==> src/rtl/fib_stream_gen_pkg.sv <==
// fib_pkg: shared types and helpers for the two-term recurrence stream generator.
//   state_e  : controller states IDLE / RUN / DONE
//   mode_e   : MODE_STOP ends the run on N-bit overflow, MODE_WRAP wraps modulo 2^N
//   ovf_next : true when the next term (held N+1 bits wide) is not representable in N bits
//   is_last  : final-term qualifier, used by the RTL and by the bench scoreboard
//   fib_ref  : term k of the sequence from the seeds (bench reference model)
// Helpers take values zero-extended to fixed maximum widths (65-bit term, 32-bit index)
// so that one function serves every N/IW parameterisation.
package fib_pkg;

  typedef enum logic [1:0] {IDLE, RUN, DONE} state_e;
  typedef enum logic {MODE_STOP = 1'b0, MODE_WRAP = 1'b1} mode_e;

  function automatic logic ovf_next(input logic [64:0] b, input int unsigned n,
                                    input mode_e mode);
    return (mode == MODE_STOP) && (b >= (65'(1) << n));
  endfunction

  function automatic logic is_last(input logic [64:0] b, input int unsigned n,
                                   input logic [31:0] idx, input logic [31:0] len,
                                   input mode_e mode);
    return ovf_next(b, n, mode) || ((len != '0) && (idx == len - 32'd1));
  endfunction

  function automatic logic [64:0] fib_ref(input logic [63:0] s0, input logic [63:0] s1,
                                          input int unsigned k, input int unsigned n,
                                          input mode_e mode);
    logic [64:0] x, y, t, msk;
    x   = 65'(s0);
    y   = 65'(s1);
    msk = (65'(1) << n) - 65'(1);
    for (int unsigned i = 0; i < k; i++) begin
      t = x + y;
      if (mode == MODE_WRAP) t = t & msk;
      x = y;
      y = t;
    end
    return x;
  endfunction

endpackage

==> src/rtl/fib_stream_gen_if.sv <==
// fib_stream_gen_if: term stream of the generator.
//   fn        : current term (N bits)
//   out_valid : fn holds a valid term
//   out_ready : consumer accepts fn
//   idx       : index of the current term (IW bits)
//   last      : fn is the final term of the run
// master = generator side, slave = consumer side.
interface fib_stream_gen_if #(
  parameter int unsigned N  = 16,
  parameter int unsigned IW = 8
);
  logic [N-1:0]  fn;
  logic          out_valid;
  logic          out_ready;
  logic [IW-1:0] idx;
  logic          last;

  modport master (output fn, output out_valid, output idx, output last, input out_ready);
  modport slave  (input fn, input out_valid, input idx, input last, output out_ready);
endinterface

==> src/rtl/fib_stream_gen.sv <==
// fib_stream_gen: streams a two-term additive recurrence with programmable seeds.
//   clk, reset      : rising-edge clock, asynchronous active-low reset
//   start, abort    : run control pulses (abort has priority)
//   seed0, seed1    : first two terms, sampled on an accepted start
//   mode, len       : 0 = stop on overflow / 1 = wrap; term count (0 = unlimited)
//   busy, done, ovf : RUN, DONE, and run-ended-by-overflow status
//   strm            : term stream (fn, out_valid, out_ready, idx, last)
module fib_stream_gen
  import fib_pkg::*;
#(
  parameter int unsigned N  = 16,
  parameter int unsigned IW = 8
) (
  input  logic          clk,
  input  logic          reset,
  input  logic          start,
  input  logic          abort,
  input  logic [N-1:0]  seed0,
  input  logic [N-1:0]  seed1,
  input  logic          mode,
  input  logic [IW-1:0] len,
  output logic          busy,
  output logic          done,
  output logic          ovf,
  fib_stream_gen_if.master strm
);

  state_e        state_q, state_d;
  logic [N-1:0]  a_q, a_d;
  logic [N:0]    b_q, b_d;
  logic [IW-1:0] idx_q, idx_d;
  logic [IW-1:0] len_q, len_d;
  mode_e         mode_q, mode_d;
  logic          ovf_q, ovf_d;
  logic          valid_q, busy_q, done_q;

  logic [N:0]    nxt;
  logic          last_c;
  logic          ovf_c;

  always_comb begin
    nxt     = {1'b0, a_q} + {1'b0, b_q[N-1:0]};
    ovf_c   = ovf_next(65'(b_q), N, mode_q);
    last_c  = (state_q == RUN) && is_last(65'(b_q), N, 32'(idx_q), 32'(len_q), mode_q);

    state_d = state_q;
    a_d     = a_q;
    b_d     = b_q;
    idx_d   = idx_q;
    len_d   = len_q;
    mode_d  = mode_q;
    ovf_d   = ovf_q;

    if (abort) begin
      state_d = IDLE;
      a_d     = '0;
      b_d     = '0;
      idx_d   = '0;
      ovf_d   = 1'b0;
    end else begin
      unique case (state_q)
        IDLE, DONE: begin
          if (start) begin
            state_d = RUN;
            a_d     = seed0;
            b_d     = {1'b0, seed1};
            mode_d  = mode_e'(mode);
            len_d   = len;
            idx_d   = '0;
            ovf_d   = 1'b0;
          end
        end
        RUN: begin
          if (strm.out_ready) begin
            if (last_c) begin
              // a/idx are left alone so fn/idx keep showing the final term in DONE
              state_d = DONE;
              ovf_d   = ovf_c;
            end else begin
              a_d   = b_q[N-1:0];
              // stop mode keeps the carry in b[N] so overflow is seen one term ahead
              b_d   = (mode_q == MODE_STOP) ? nxt : {1'b0, nxt[N-1:0]};
              idx_d = idx_q + 1'b1;
            end
          end
        end
        default: state_d = IDLE;
      endcase
    end
  end

  always_ff @(posedge clk or negedge reset) begin
    if (!reset) begin
      state_q <= IDLE;
      a_q     <= '0;
      b_q     <= '0;
      idx_q   <= '0;
      len_q   <= '0;
      mode_q  <= MODE_STOP;
      ovf_q   <= 1'b0;
      valid_q <= 1'b0;
      busy_q  <= 1'b0;
      done_q  <= 1'b0;
    end else begin
      state_q <= state_d;
      a_q     <= a_d;
      b_q     <= b_d;
      idx_q   <= idx_d;
      len_q   <= len_d;
      mode_q  <= mode_d;
      ovf_q   <= ovf_d;
      valid_q <= (state_d == RUN);
      busy_q  <= (state_d == RUN);
      done_q  <= (state_d == DONE);
    end
  end

  assign strm.fn        = a_q;
  assign strm.idx       = idx_q;
  assign strm.out_valid = valid_q;
  assign strm.last      = last_c;
  assign busy           = busy_q;
  assign done           = done_q;
  assign ovf            = ovf_q;

endmodule

==> src/flat_wrapper.sv <==
// flat-port wrapper written by rule: the top's interface ports become plain ports
module fib_stream_gen_flat import fib_pkg::*;
#(
  parameter int unsigned N  = 16,
  parameter int unsigned IW = 8
)
  (clk, reset, start, abort, seed0, seed1, mode, len, busy, done, ovf, strm_fn, strm_out_valid, strm_idx, strm_last, strm_out_ready);
  fib_stream_gen_if #(.N(N), .IW(IW)) strm_i ();
  input  logic clk;
  input  logic reset;
  input  logic start;
  input  logic abort;
  input  logic [N-1:0] seed0;
  input  logic [N-1:0] seed1;
  input  logic mode;
  input  logic [IW-1:0] len;
  output logic busy;
  output logic done;
  output logic ovf;
  output wire logic [$bits(strm_i.fn)-1:0] strm_fn;
  output wire logic [$bits(strm_i.out_valid)-1:0] strm_out_valid;
  output wire logic [$bits(strm_i.idx)-1:0] strm_idx;
  output wire logic [$bits(strm_i.last)-1:0] strm_last;
  input wire logic [$bits(strm_i.out_ready)-1:0] strm_out_ready;
  assign strm_fn = strm_i.fn;
  assign strm_out_valid = strm_i.out_valid;
  assign strm_idx = strm_i.idx;
  assign strm_last = strm_i.last;
  assign strm_i.out_ready = strm_out_ready;
  fib_stream_gen #(.N(N), .IW(IW)) u_core (.clk(clk), .reset(reset), .start(start), .abort(abort), .seed0(seed0), .seed1(seed1), .mode(mode), .len(len), .busy(busy), .done(done), .ovf(ovf), .strm(strm_i));
endmodule
==> config.mk <==
export PLATFORM = sky130hd
export DESIGN_NAME = fib_stream_gen_flat
export DESIGN_NICKNAME = d
export VERILOG_FILES = /design/src/rtl/fib_stream_gen_pkg.sv /design/src/rtl/fib_stream_gen_if.sv /design/src/rtl/fib_stream_gen.sv /design/src/flat_wrapper.sv
export SDC_FILE = /design/constraint.sdc
export NUM_CORES = 1
export LEC_CHECK = 0
export ABC_CLOCK_PERIOD_IN_PS = 6800
export CAP_MARGIN = 25
export CORE_UTILIZATION = 55
export CTS_BUF_LIST = sky130_fd_sc_hd__clkbuf_4 sky130_fd_sc_hd__clkbuf_8 sky130_fd_sc_hd__clkbuf_16
export CTS_CLUSTER_SIZE = 40
export DETAILED_ROUTE_END_ITERATION = 6
export GPL_TIMING_DRIVEN = 1
export PLACE_DENSITY = 0.93
export SKIP_CTS_REPAIR_TIMING = 1
export SLEW_MARGIN = 20
export SYNTH_ARGS = -nofsm -noshare
export SYNTH_HDL_FRONTEND = slang
export SYNTH_SLANG_ARGS = --single-unit
==> constraint.sdc <==
create_clock -name clk -period 6.8 [get_ports clk]
set_clock_uncertainty 0.05 [all_clocks]
set_input_delay 1.7 -clock clk [delete_from_list [all_inputs] [get_ports clk]]
set_output_delay 1.7 -clock clk [all_outputs]
set_load 0.05 [all_outputs]
==> metrics.log <==
[metrics] area share of and/or/nand/nor cells after synthesis: 0.1478
[metrics] Final Hold Fails: 0
[metrics] net switching share of the total power: 0.3838
[metrics] Post-Syn Area per Cell: 9.506 sq um
[metrics] worst reg2reg setup slack: 3340 ps
[metrics] Power, Total: 1.006 mW
[metrics] number of synthesized flops with an enable pin: 0
[metrics] timing-limited maximum frequency: 204.4 MHz
[metrics] DR pass1 iterations: 4
[metrics] unrepaired setup endpoints after global routing: false
[metrics] met2 Use GR: 0.4711
[metrics] slew of the pin with the lowest slew margin: 708.8 ps
[metrics] grt met3 use: 0.04725
[metrics] global-route congestion overflow total: 0
[metrics] net count after synthesis: 441
[metrics] Most Used Layer, Global Route: met2
[metrics] Maximum Capacitance Violations: 0
[metrics] Clock Latency Late Sink: 320 ps
[metrics] number of diodes: 0
[metrics] Routed Wire Length: 8849 um
[metrics] path category of the worst min-delay check: reg2reg
[metrics] Cell Pwr Density: 228.7 nW/um^2
[metrics] Crit. End Element: output port
[metrics] via density per instance: 6.155
[metrics] sequential cell fraction of total power: 0.412
[metrics] Lkg Pwr: 1.902 nW
[metrics] Main synth FF type: dfrtp_1
[metrics] clock root cell: clkbuf_8
[metrics] arrival time at the worst endpoint: 3140 ps
[metrics] count leader, synth: dfrtp_1
[metrics] clk slew on worst S/H paths: 100 ps
[metrics] hpwl dp: 6381 um
[metrics] Crit Path Class: reg2out
[metrics] die area: 6807 sq um
[metrics] status: finished clean
[metrics] Yosys reg bits: 55
[metrics] sequential cell area fraction in the yosys report: 0.3861
[metrics] internal power: 0.6200 mW
[metrics] Crit path required time: 5050 ps
[metrics] count of final setup violators: 0
[metrics] startpoint type of the worst setup path: register
[metrics] Clock Path Buffers: 2
[metrics] share of synthesized area spent on multiplexers: 0.07827
[metrics] count of port buffers added during placement: 74
[metrics] number of fillers in the final layout: 450
[metrics] Die X-Extent: 82.51 um
[metrics] area share of the largest cell type after synthesis: 0.3861
[metrics] number of CTS-inserted buffers: 5
[metrics] top area cells in the synthesized netlist: dfrtp_1, ha_1, mux2i_1
[metrics] gpl congestion: 0.8769
[metrics] clock tree from TritonCTS: yes
[metrics] Synth Area in Compound Gates: 0.2173
[metrics] average wire per cell in the routed design: 17.18 um
[metrics] # clock sinks: 55
[metrics] number of vias after detailed routing: 3170
[metrics] number of warning messages in the yosys log: 0
[metrics] switching power: 0.3862 mW
[metrics] number of primary I/O pins: 75
[metrics] Pins Over Slew Limit: 0
[metrics] number of nets with antenna violations after routing: 0
[metrics] part of the total power dissipated in the clock network: 0.188
[metrics] via count of the first global-routing pass: 3070
[metrics] cell accounting for the most synthesized area: dfrtp_1
[metrics] Synth top cells by count: dfrtp_1, nand2_1, a21oi_1
[metrics] Critical Path Fanout Max: 7
[metrics] synthesized-area fraction occupied by xor and xnor cells: 0.04914
[metrics] largest net degree at the start of global routing: 56
[metrics] Period minus WS final: 4893 ps
[metrics] dominant combinational cell family by area after synthesis: compound AO/OA/AOI/OAI gates
[metrics] maximum ir drop on the vdd rail: 137.2 uV
[metrics] wire length of the first global-routing pass: 14060 um
[metrics] async set-or-reset flop fraction in the synthesized netlist: 1.000
[metrics] synthesized instance count: 375
[metrics] post-synthesis cell type count: 52
[metrics] part of the cycle the worst path needs: 0.7196
[metrics] synthesized area: 3565 sq um
[metrics] final-layout setup total negative slack: 0 ps
[metrics] Slew headroom: 0.5275
[metrics] Iter 0 DRT Violations: 194
[metrics] ratio of cells with drive above 1 in the final layout: 0.07727
[metrics] Synth Area in Adders: 0.07511
[metrics] vertical die dimension: 82.51 um
[metrics] global-route total usage across every layer: 0.2729
[metrics] CTS H-tree depth: 2
[metrics] number of antenna violations at the first check in global routing: 0
[metrics] area of the placeable core: 6096 sq um
[metrics] signed area change from the synthesized netlist to the final layout: 23.45%
[metrics] DRC violation count after routing: 0
[metrics] total number of nets in the final design: 506
[metrics] met1 demand-to-capacity share in global routing: 0.3378
[metrics] starting density of the core: 0.5848
[metrics] Core Rows: 28
[metrics] Comb pwr share: 0.400
[flip-flops by register name, summed over array words and instances (netlist names)]
signal,flops
u_core.b_q,17
u_core.len_q,8
u_core.state_q,2
u_core.strm.fn,16
u_core.ovf,1
u_core.done,1
u_core.strm.out_valid,1
u_core.strm.idx,8
u_core.mode_q,1
[per-stage QoR]
stage	worst slack [ps]	cells	util	hold slack, ps	instance area [sq um]
finish	1907	515	0.7219	460.2	4400
global route	1789	515	0.7219	478.3	4400
CTS	1932	514	0.7202	455.0	4390
detailed placement	2271	507	0.7059	426.6	4303
global placement	2373	507	0.7059	422.3	4303
floorplan	2857	375	-	390.1	3565
[placed cells by master, fill, tap and decap left out, types with 3 or more instances in the layout]
cell,netlist,routed
a211oi_1,3,3
a21o_1,8,8
a21oi_1,27,27
a22o_1,4,4
and2_1,3,3
buf_4,6,5
clkbuf_8,0,6
clkdlybuf4s50_1,0,73
dfrtp_1,55,55
ha_1,19,19
inv_1,11,11
mux2_2,7,7
mux2i_1,20,20
nand2_1,45,45
nand2b_1,9,8
nand4_1,3,3
nor2_1,22,22
nor2b_1,4,3
nor3_1,3,3
o21ai_0,23,23
o21ai_1,3,3
o31a_1,3,3
o31ai_1,26,26
or3_1,6,6
xnor2_1,10,10
xor2_1,10,10
[power by group through the flow]
stage          Combinational (mW)  Sequential [mW]  Clock, mW
2_1_floorplan               0.241            0.459          0
3_3_place_gp                0.378            0.417          0
3_5_place_dp                0.397            0.420          0
4_1_cts                     0.400            0.413      0.189
5_1_grt                     0.436            0.419      0.201
6_report                    0.403            0.414      0.189
[cell families after synthesis]
| logic type | count (synthesis) |
|---|---|
| AOI/OAI and AO/OA | 113 |
| and+or+nand+nor | 107 |
| DFF | 55 |
| buffers and inverters | 32 |
| muxes | 27 |
| adders and majority gates | 21 |
| xor gates and xnor gates | 20 |
[worst max-delay path: stages, from the launching register on]
cell,delay (ps)
dfrtp_1,440
inv_1,110
ha_1,300
maj3_1,380
nor2_1,100
a31oi_1,70
o41ai_4,420
and2_1,200
clkdlybuf4s50_1,800
[worst paths after layout]
path	start	to	cells after the start
worst max-delay path	u_core.len_q[0]	strm_last	8
max in group asynchronous	reset	u_core.len_q[3]	2
worst min register to register	u_core.b_q[16]	u_core.b_q[16]	2
min in group asynchronous	reset	u_core.b_q[2]	2
worst max register to register	u_core.len_q[0]	u_core.strm.idx[7]	10
worst min-delay path	u_core.b_q[16]	u_core.b_q[16]	2
[routing by layer]
layer,share of wire,vias to the layer above
met5,0,-
met4,0.029,0
met3,0.061,32
met2,0.49,124
met1,0.42,1537
li1,-,1477
[area by class of cell]
class	count	area, sq um	area share
clock buffers	6	82.58	0.01877
clock inverters	1	5.005	0.001137
inverters	11	41.29	0.009383
multi-input cells	288	2028	0.4609
flip-flops and latches	55	1376	0.3128
well taps	75	93.84	0.02132
repair buffers	79	773.2	0.1757
No activity file was read; power rests on OpenSTA's default activity.
